### src/rtl/sccb_write_master.sv
// SCCB 3-phase write master: START, device id, register address, data, STOP, paced by divClock ticks.
// Define SCCB_ACK_CHECK_EN to sample siodIn in each ACK slot into the sticky nack flag.
module sccb_write_master #(
    parameter logic [7:0] DeviceId = 8'h42
) (
    input  logic       clock,
    input  logic       reset,
    input  logic       divClock,
    input  logic       start,
    input  logic [7:0] regAddr,
    input  logic [7:0] regData,
    input  logic       siodIn,
    output logic       busy,
    output logic       done,
    output logic       nack,
    output logic       sioc,
    output logic       siod,
    output logic       siodOe
);

    localparam logic [2:0] ST_IDLE  = 3'd0;
    localparam logic [2:0] ST_START = 3'd1;
    localparam logic [2:0] ST_PH1   = 3'd2;
    localparam logic [2:0] ST_PH2   = 3'd3;
    localparam logic [2:0] ST_PH3   = 3'd4;
    localparam logic [2:0] ST_STOP  = 3'd5;
    localparam logic [2:0] ST_FIN   = 3'd6;

    logic [2:0] state, nextState;
    logic [1:0] q, nextQ;
    logic [3:0] b, nextB;
    logic       divClockQ;
    logic       tick;
    logic       acceptStart;
    logic       inPhase;
    logic [7:0] addrReg, dataReg;
    logic [7:0] lineByte;
    logic       nextSioc, nextSiod, nextOe;

    assign tick        = divClock & ~divClockQ;
    assign acceptStart = (state == ST_IDLE) && start;
    assign inPhase     = (state == ST_PH1) || (state == ST_PH2) || (state == ST_PH3);

    always_comb begin
        nextState = state;
        nextQ     = q;
        nextB     = b;
        case (state)
            ST_IDLE: begin
                if (start) begin
                    nextState = ST_START;
                    nextQ     = 2'd0;
                    nextB     = 4'd0;
                end
            end
            ST_FIN: nextState = ST_IDLE;
            default: begin
                if (tick) begin
                    nextQ = q + 2'd1;
                    if (q == 2'd3) begin
                        case (state)
                            ST_START: nextState = ST_PH1;
                            ST_PH1, ST_PH2, ST_PH3: begin
                                if (b == 4'd8) begin
                                    nextB     = 4'd0;
                                    nextState = (state == ST_PH3) ? ST_STOP : state + 3'd1;
                                end else begin
                                    nextB = b + 4'd1;
                                end
                            end
                            ST_STOP: nextState = ST_FIN;
                            default: nextState = ST_IDLE;
                        endcase
                    end
                end
            end
        endcase
    end

    // Pin levels are derived from the upcoming quarter so they register glitch-free; unlisted levels hold.
    always_comb begin
        nextSioc = sioc;
        nextSiod = siod;
        nextOe   = siodOe;
        case (nextState)
            ST_PH1:  lineByte = DeviceId;
            ST_PH2:  lineByte = addrReg;
            default: lineByte = dataReg;
        endcase
        case (nextState)
            ST_START: begin
                case (nextQ)
                    2'd0: begin
                        nextSioc = 1'b1;
                        nextSiod = 1'b1;
                        nextOe   = 1'b1;
                    end
                    2'd1, 2'd2: nextSiod = 1'b0;
                    default:    nextSioc = 1'b0;
                endcase
            end
            ST_PH1, ST_PH2, ST_PH3: begin
                case (nextQ)
                    2'd0: begin
                        nextSioc = 1'b0;
                        nextOe   = 1'b1;
                    end
                    2'd1: begin
                        if (nextB == 4'd8) begin
                            nextSiod = 1'b1;
                            nextOe   = 1'b0;
                        end else begin
                            nextSiod = lineByte[~nextB[2:0]];
                            nextOe   = 1'b1;
                        end
                    end
                    default: nextSioc = 1'b1;
                endcase
            end
            ST_STOP: begin
                case (nextQ)
                    2'd0, 2'd1: begin
                        nextSioc = 1'b0;
                        nextSiod = 1'b0;
                        nextOe   = 1'b1;
                    end
                    2'd2:    nextSioc = 1'b1;
                    default: nextSiod = 1'b1;
                endcase
            end
            default: begin
                nextSioc = 1'b1;
                nextSiod = 1'b1;
                nextOe   = 1'b1;
            end
        endcase
    end

    always_ff @(posedge clock) begin
        if (reset) begin
            state     <= ST_IDLE;
            q         <= 2'd0;
            b         <= 4'd0;
            divClockQ <= 1'b0;
            addrReg   <= 8'h00;
            dataReg   <= 8'h00;
            sioc      <= 1'b1;
            siod      <= 1'b1;
            siodOe    <= 1'b1;
            busy      <= 1'b0;
            done      <= 1'b0;
            nack      <= 1'b0;
        end else begin
            state     <= nextState;
            q         <= nextQ;
            b         <= nextB;
            divClockQ <= divClock;
            sioc      <= nextSioc;
            siod      <= nextSiod;
            siodOe    <= nextOe;
            busy      <= (nextState != ST_IDLE) && (nextState != ST_FIN);
            done      <= (nextState == ST_FIN);
            if (acceptStart) begin
                addrReg <= regAddr;
                dataReg <= regData;
            end
            if (acceptStart) begin
                nack <= 1'b0;
            end
`ifdef SCCB_ACK_CHECK_EN
            else if (tick && inPhase && (b == 4'd8) && (q == 2'd3) && siodIn) begin
                nack <= 1'b1;
            end
`endif
        end
    end

`ifdef SCCB_ACK_CHECK_EN
`else
    logic unusedAckInputs;
    assign unusedAckInputs = siodIn | inPhase;
`endif

endmodule

### config.mk
export PLATFORM = sky130hd
export DESIGN_NAME = sccb_write_master
export DESIGN_NICKNAME = d
export VERILOG_FILES = /design/src/rtl/sccb_write_master.sv
export SDC_FILE = /design/constraint.sdc
export NUM_CORES = 1
export LEC_CHECK = 0
export ABC_AREA = 1
export CORE_MARGIN = 1.5
export CORE_UTILIZATION = 45
export DETAILED_ROUTE_END_ITERATION = 8
export GPL_TIMING_DRIVEN = 0
export PLACE_DENSITY = 0.76
export SKIP_CTS_REPAIR_TIMING = 1
export SYNTH_ARGS = -nofsm -noshare
export SYNTH_HDL_FRONTEND = slang
export SYNTH_SLANG_ARGS = --single-unit
### constraint.sdc
create_clock -name clock -period 2.9 [get_ports clock]
set_input_delay 0.29 -clock clock [delete_from_list [all_inputs] [get_ports clock]]
set_output_delay 0.29 -clock clock [all_outputs]
set_load 0.02 [all_outputs]
# Word-level counts from Yosys, hierarchy flattened
# Cells that the tools add are included.
[classes]
addsub = 3
order_cmp = 1
n_eq_ne = 27
mux = 33
bitwise_logic = 3
reduce_logical = 12
[ops]
columns = ["operator", "n"]
rows = [
  ["$mux 4", 5],
  ["$eq 3x3->1 const B", 6],
  ["$pmux 8 s2", 1],
  ["$mux 3", 5],
  ["$eq 3x2->1 const B", 4],
  ["$ne 2x2->1 const B", 6],
  ["$pmux 1 s2", 6],
  ["$pmux 1 s3", 3],
  ["$pmux 3 s3", 1],
  ["$reduce_and 3->1", 3],
  ["$eq 4x4->1 const B", 2],
  ["$pmux 4 s2", 1],
  ["$eq 3x1->1 const B", 2],
  ["$mux 1", 6],
  ["$ne 3x2->1 const B", 2],
  ["$ne 3x3->1 const B", 2],
  ["$pmux 3 s2", 1],
  ["$reduce_or 3->1", 2],
  ["$add 4x1->4 const B", 1],
  ["$eq 2x2->1 const B", 2],
  ["$lt 3x4->1 const B", 1],
  ["$mux 2", 2],
  ["$pmux 2 s2", 1],
  ["$reduce_or 2->1", 2],
  ["other kinds (11)", 12],
]
[totals]
register_bits = 31
in_bits = 21
output_inout_bits = 6
wordCells = 90

# Logic depth before layout (Yosys ltp)
# Gate-level depths: netlist (run 1).
[logic_depth]
word_depth = 14
ltp_mapped = 22
mapped_depth_nobuf = 22

# Worst setup path before layout (run 1)
# OpenSTA, ideal clock, no wires.
[synth_path]
path_kind = "flip-flop to flip-flop"
start = "register state[0]"
end = "register siod"
setup_ps = 113
arrival_ps = 1989
t_required_ps = 2787
path_slack_ps = 798
path_stages_with_launch = 20
period_less_slack_ps = 2102
cell_sequence = "dfxtp_1 -> inv_1 -> ha_1 -> nand2_1 -> nand3_4 -> nand2_2 -> nor2_2 -> a21oi_4 -> nand2_4 -> buf_6 -> a21oi_1 -> nand2_1 -> nand3_1 -> nand2_1 -> nand2_1 -> nand2_1 -> nand2_1 -> nand2_1 -> nand2_1 -> nand2_1"
[synth_via]
elab_chain_cells = 14
elab_cells_between_ends = 46
[synth_lines]
columns = ["element", "line_no", "rtl"]
rows = [
  ["start: declaration", "29", "logic [2:0] state, nextState;"],
  ["start signal: assignment", "154", "state <= nextState;"],
  ["$add 3x1->3 / $eq 3x3->1 (equally long branches)", "66, 61", ""],
  ["$mux 3", "66", "nextState = (state == ST_PH3) ? ST_STOP : state + 3'd1;"],
  ["$mux 3", "64", "if (b == 4'd8) begin"],
  ["$pmux 3 s3", "61", "case (state)"],
  ["$mux 3", "60", "if (q == 2'd3) begin"],
  ["$mux 3", "58", "if (tick) begin"],
  ["$pmux 3 s2", "48", "case (state)"],
  ["$eq 3x2->1", "85, 90", ""],
  ["$pmux 8 s2", "85", "case (nextState)"],
  ["$bmux 1 s3", "113", "nextSiod = lineByte[~nextB[2:0]];"],
  ["$mux 1 (not written as such)", "113", ""],
  ["$mux 1", "109", "if (nextB == 4'd8) begin"],
  ["$mux 1", "103", "case (nextQ)"],
  ["$pmux 1 s3", "90", "case (nextState)"],
  ["end signal: assignment", "159", "siod <= nextSiod;"],
  ["end: declaration", "17", "output logic siod,"],
]
# Parallel ways exist; a longest one is shown, timed or not. The select of a mux whose other input is x is not followed.
# A chain may end at the register's enable or synchronous reset.

# Worst setup path after layout (run 1)
# Same ends and word-level chain as after synthesis.

==> run_results.csv, run 1 <==
group,metric,value,unit
place,postPlaceCellArea,0.00224,mm2
synth,synth_compound_area_share,16.6,%
place,gp_congestion,0.957,
synth,avgSynthCellArea,6.58,um2
synth,ys_types,29,
synth,synthCells,296,
synth,yosys_register_bits,31,
routing,via_count,1875,
critical_path,cp.required,3.07,ns
sta,final_hold_viol_count,0,
sta,rsz0062_at_grt,"no",
power_and_ir_drop,swShare,28.6,%
sta,skew,0.00436,ns
global_routing,track_usage,21.0,%
routing,drt-total-wl,4.09,mm
critical_path,criticalPathCategory,"reg -> reg",
routing,vias_per_cell,4.99,
hold_path,hp-class,"in -> reg",
final_layout,final_common_cell,"nand2_1",
critical_path,crit_slowest_cell,"dfxtp_1",
routing,drt_first_pass_iters,4,
place,preCtsSetupSlack,0.345,ns
power_and_ir_drop,pwr-share-clk,33.6,%
global_routing,overflow,0,
sta,report.final.slew_viol_count,0,
synth,synth-seq-area-share,31.9,%
clocking,h-tree-depth,2,
sta,finalWorstSetupSlack,0.402,ns
clocking,clk_pin_slew,0.06,ns
routing,wl_per_cell,10.9,um
global_routing,grt_pass1_vias,1761,
floorplan,die_h,68.8,um
critical_path,worstPathCellList,"inv_1, ha_1, nand2_1, nand2_4, clkinv_1, nand3_1, nand2_1, a21oi_2, inv_2, a21oi_1, nand2_1, nand3_1, nand2_1, nand2_1, nand2_1, nand2_1, nand2_1, nand2_1, nand2_1",
floorplan,start_util,47.6,%
sta,min_period_over_period,86.1,%
floorplan,placeableCoreArea,0.00409,mm2
power_and_ir_drop,internal-power,726,uW
synth,synth_xor_area_share,0,%
sta,min_period,2.50,ns
synth,synth_top_cell_by_area,"dfxtp_1",
synth,yosys.area_share.simple,33.5,%
clocking,cts.path.max_buffers,2,
final_layout,final_cell_area,0.00233,mm2
clocking,clk_latency,0.28,ns
critical_path,crit_start,"state[0]",
critical_path,crit_buf_inv,3,
synth,synth.area.mux_share,0,%
sta,hold_slack,0.226,ns
routing,ant_nets,0,
power_and_ir_drop,p_leak,0.00101,uW
critical_path,cpMostUsedCell,"nand2_1",
sta,tns,0,ns
synth,yosysTopAreaCellShare,31.9,%
sta,setup_viol,0,
power_and_ir_drop,power.density,437,mW/mm2
power_and_ir_drop,seq_power_share,46.0,%
routing,drt_iter0_drc,63,
clocking,cts_sinks,31,
power_and_ir_drop,vdd_drop_max,0.295,mV
power_and_ir_drop,combinationalPowerShare,20.4,%
floorplan,row_count,23,
critical_path,path_delay_family,"simple AND/OR/NAND/NOR gates",
final_layout,diodes,0,
clocking,root_buffer,"clkbuf_8",
final_layout,fillers,406,
critical_path,cp_max_fo,7,
critical_path,cp.arrival,2.67,ns
floorplan,die_w,68.8,um
synth,synthesis.area,0.00195,mm2
floorplan,fp.dieArea,0.00473,mm2
job,cap_violations,0,
final_layout,layout_common_cells,"71 x nand2_1, 36 x inv_1, 33 x a21oi_1, 32 x nand3_1, 31 x dfxtp_1",
global_routing,grt_start_max_net_pins,11,
synth,synth_fa_ha_area_share,7.07,%
status,status,"complete, no violations",
final_layout,nets,358,
routing,drc,0,
critical_path,r2r-start,"state[0]",
final_layout,syn_to_final_growth,19.5,%
clocking,numCtsBuffers,5,
hold_path,hp-start,"reset",
final_layout,postLayoutCoreUtil,57.0,%
critical_path,worst_path_largest_cell_delay,0.34,ns
final_layout,drive_gt1_share,8.59,%
sta,clock.fmax,400,MHz
synth,ys_warn_count,0,
global_routing,grt_first_pass_wirelength,7.50,mm
critical_path,end_kind,"register",
synth,synth.top_cells.by_area,"dfxtp_1 32%, nand2_1 14%, a21oi_1 8.5%, nand3_1 8.2%, ha_1 7.1%",
clocking,cts_tree,"built",
global_routing,antenna_found_initial,0,
synth,syn_nets,328,
place,hpwl,3.21,mm
power_and_ir_drop,power_switching,291,uW
critical_path,start_kind,"register",
place,io_buffers,23,
synth,synth_top_family_by_area,"simple AND/OR/NAND/NOR gates",
floorplan,io_pins,27,
[state kept, by name, summed over array words and instances (netlist names), 2 cells and up]
register  count
addrReg       8
b             4
dataReg       8
q             2
state         3
[routing by layer]
| layer | wire length, um | vias up | part of all wire [%] | global-route usage, % |
|---|---|---|---|---|
| li1 | - | 1022 | - | - |
| met1 | 1900 | 800 | 46 | 26.4 |
| met2 | 1890 | 42 | 46 | 34.4 |
| met3 | 218 | 11 | 5.3 | 4.55 |
| met4 | 88 | 0 | 2.2 | 9.07 |
| met5 | 0 | - | 0 | 0 |
[power by group through the flow]
stage          sequential [uW]  combinational, uW  clock (uW)
4_1_cts                    468                208         348
5_1_grt                    471                241         363
3_3_place_gp               477                205           0
6_report                   468                207         342
3_5_place_dp               478                207           0
2_1_floorplan              483                131           0
[cells in the mapped netlist, drive strengths merged]
cell    instances
a211oi          1
a21oi          35
buf             5
clkbuf          5
clkinv          1
conb            1
dfxtp          31
ha             11
inv            39
nand2          77
nand3          33
nand4           4
nor2           27
nor3            1
nor4            1
o21ai          21
o22ai           2
o31ai           1
[layout make-up]
type,count,area (um2),share of cell area [%]
Multi-Input combinational cell,215,1120,48.0
Sequential cell,31,621,26.7
Timing Repair Buffer,23,230,9.89
Inverter,40,150,6.45
Clock buffer,6,82.6,3.55
Tap cell,50,62.6,2.69
Buffer,10,60.1,2.58
Clock inverter,1,5.00,0.215
[per-stage QoR]
stage	total power, uW	cells
global route	1080	376
floorplan	614	296
global placement	682	369
finish	1020	376
detailed placement	685	369
CTS	1020	376
[cells by family (layout without fill, tap and decap cells)]
family	after synthesis	in the layout
buffers and inverters	50	80
adder cells (fa/ha/maj)	11	11
other	1	1
AO/OA/AOI/OAI	60	60
AND/OR/NAND/NOR	143	143
flip-flops	31	31
[final timing paths]
path	end	slack, ns	cells after the start
max	siod	0.40	19
min	done	0.23	2
max reg2reg	siod	0.40	19
min reg2reg	addrReg[1]	0.45	2
(Power assumes the default switching activity.)
==> run 2, diff against run 1 <==
--- a/config.mk
+++ b/config.mk
@@ -8,6 +8,7 @@
 export ABC_AREA = 1
 export CORE_MARGIN = 1.5
 export CORE_UTILIZATION = 45
+export CTS_CLUSTER_SIZE = 16
 export DETAILED_ROUTE_END_ITERATION = 8
 export GPL_TIMING_DRIVEN = 0
 export PLACE_DENSITY = 0.76
==> results of run 2 <==
The final DEF is identical to that of run 1; final timing and power are the same.
==> run 3, diff against run 2 <==
--- a/config.mk
+++ b/config.mk
@@ -12,7 +12,6 @@
 export DETAILED_ROUTE_END_ITERATION = 8
 export GPL_TIMING_DRIVEN = 0
 export PLACE_DENSITY = 0.76
-export SKIP_CTS_REPAIR_TIMING = 1
 export SYNTH_ARGS = -nofsm -noshare
 export SYNTH_HDL_FRONTEND = slang
 export SYNTH_SLANG_ARGS = --single-unit
==> results of run 3 <==
The final DEF is identical to that of run 1; final timing and power are the same.
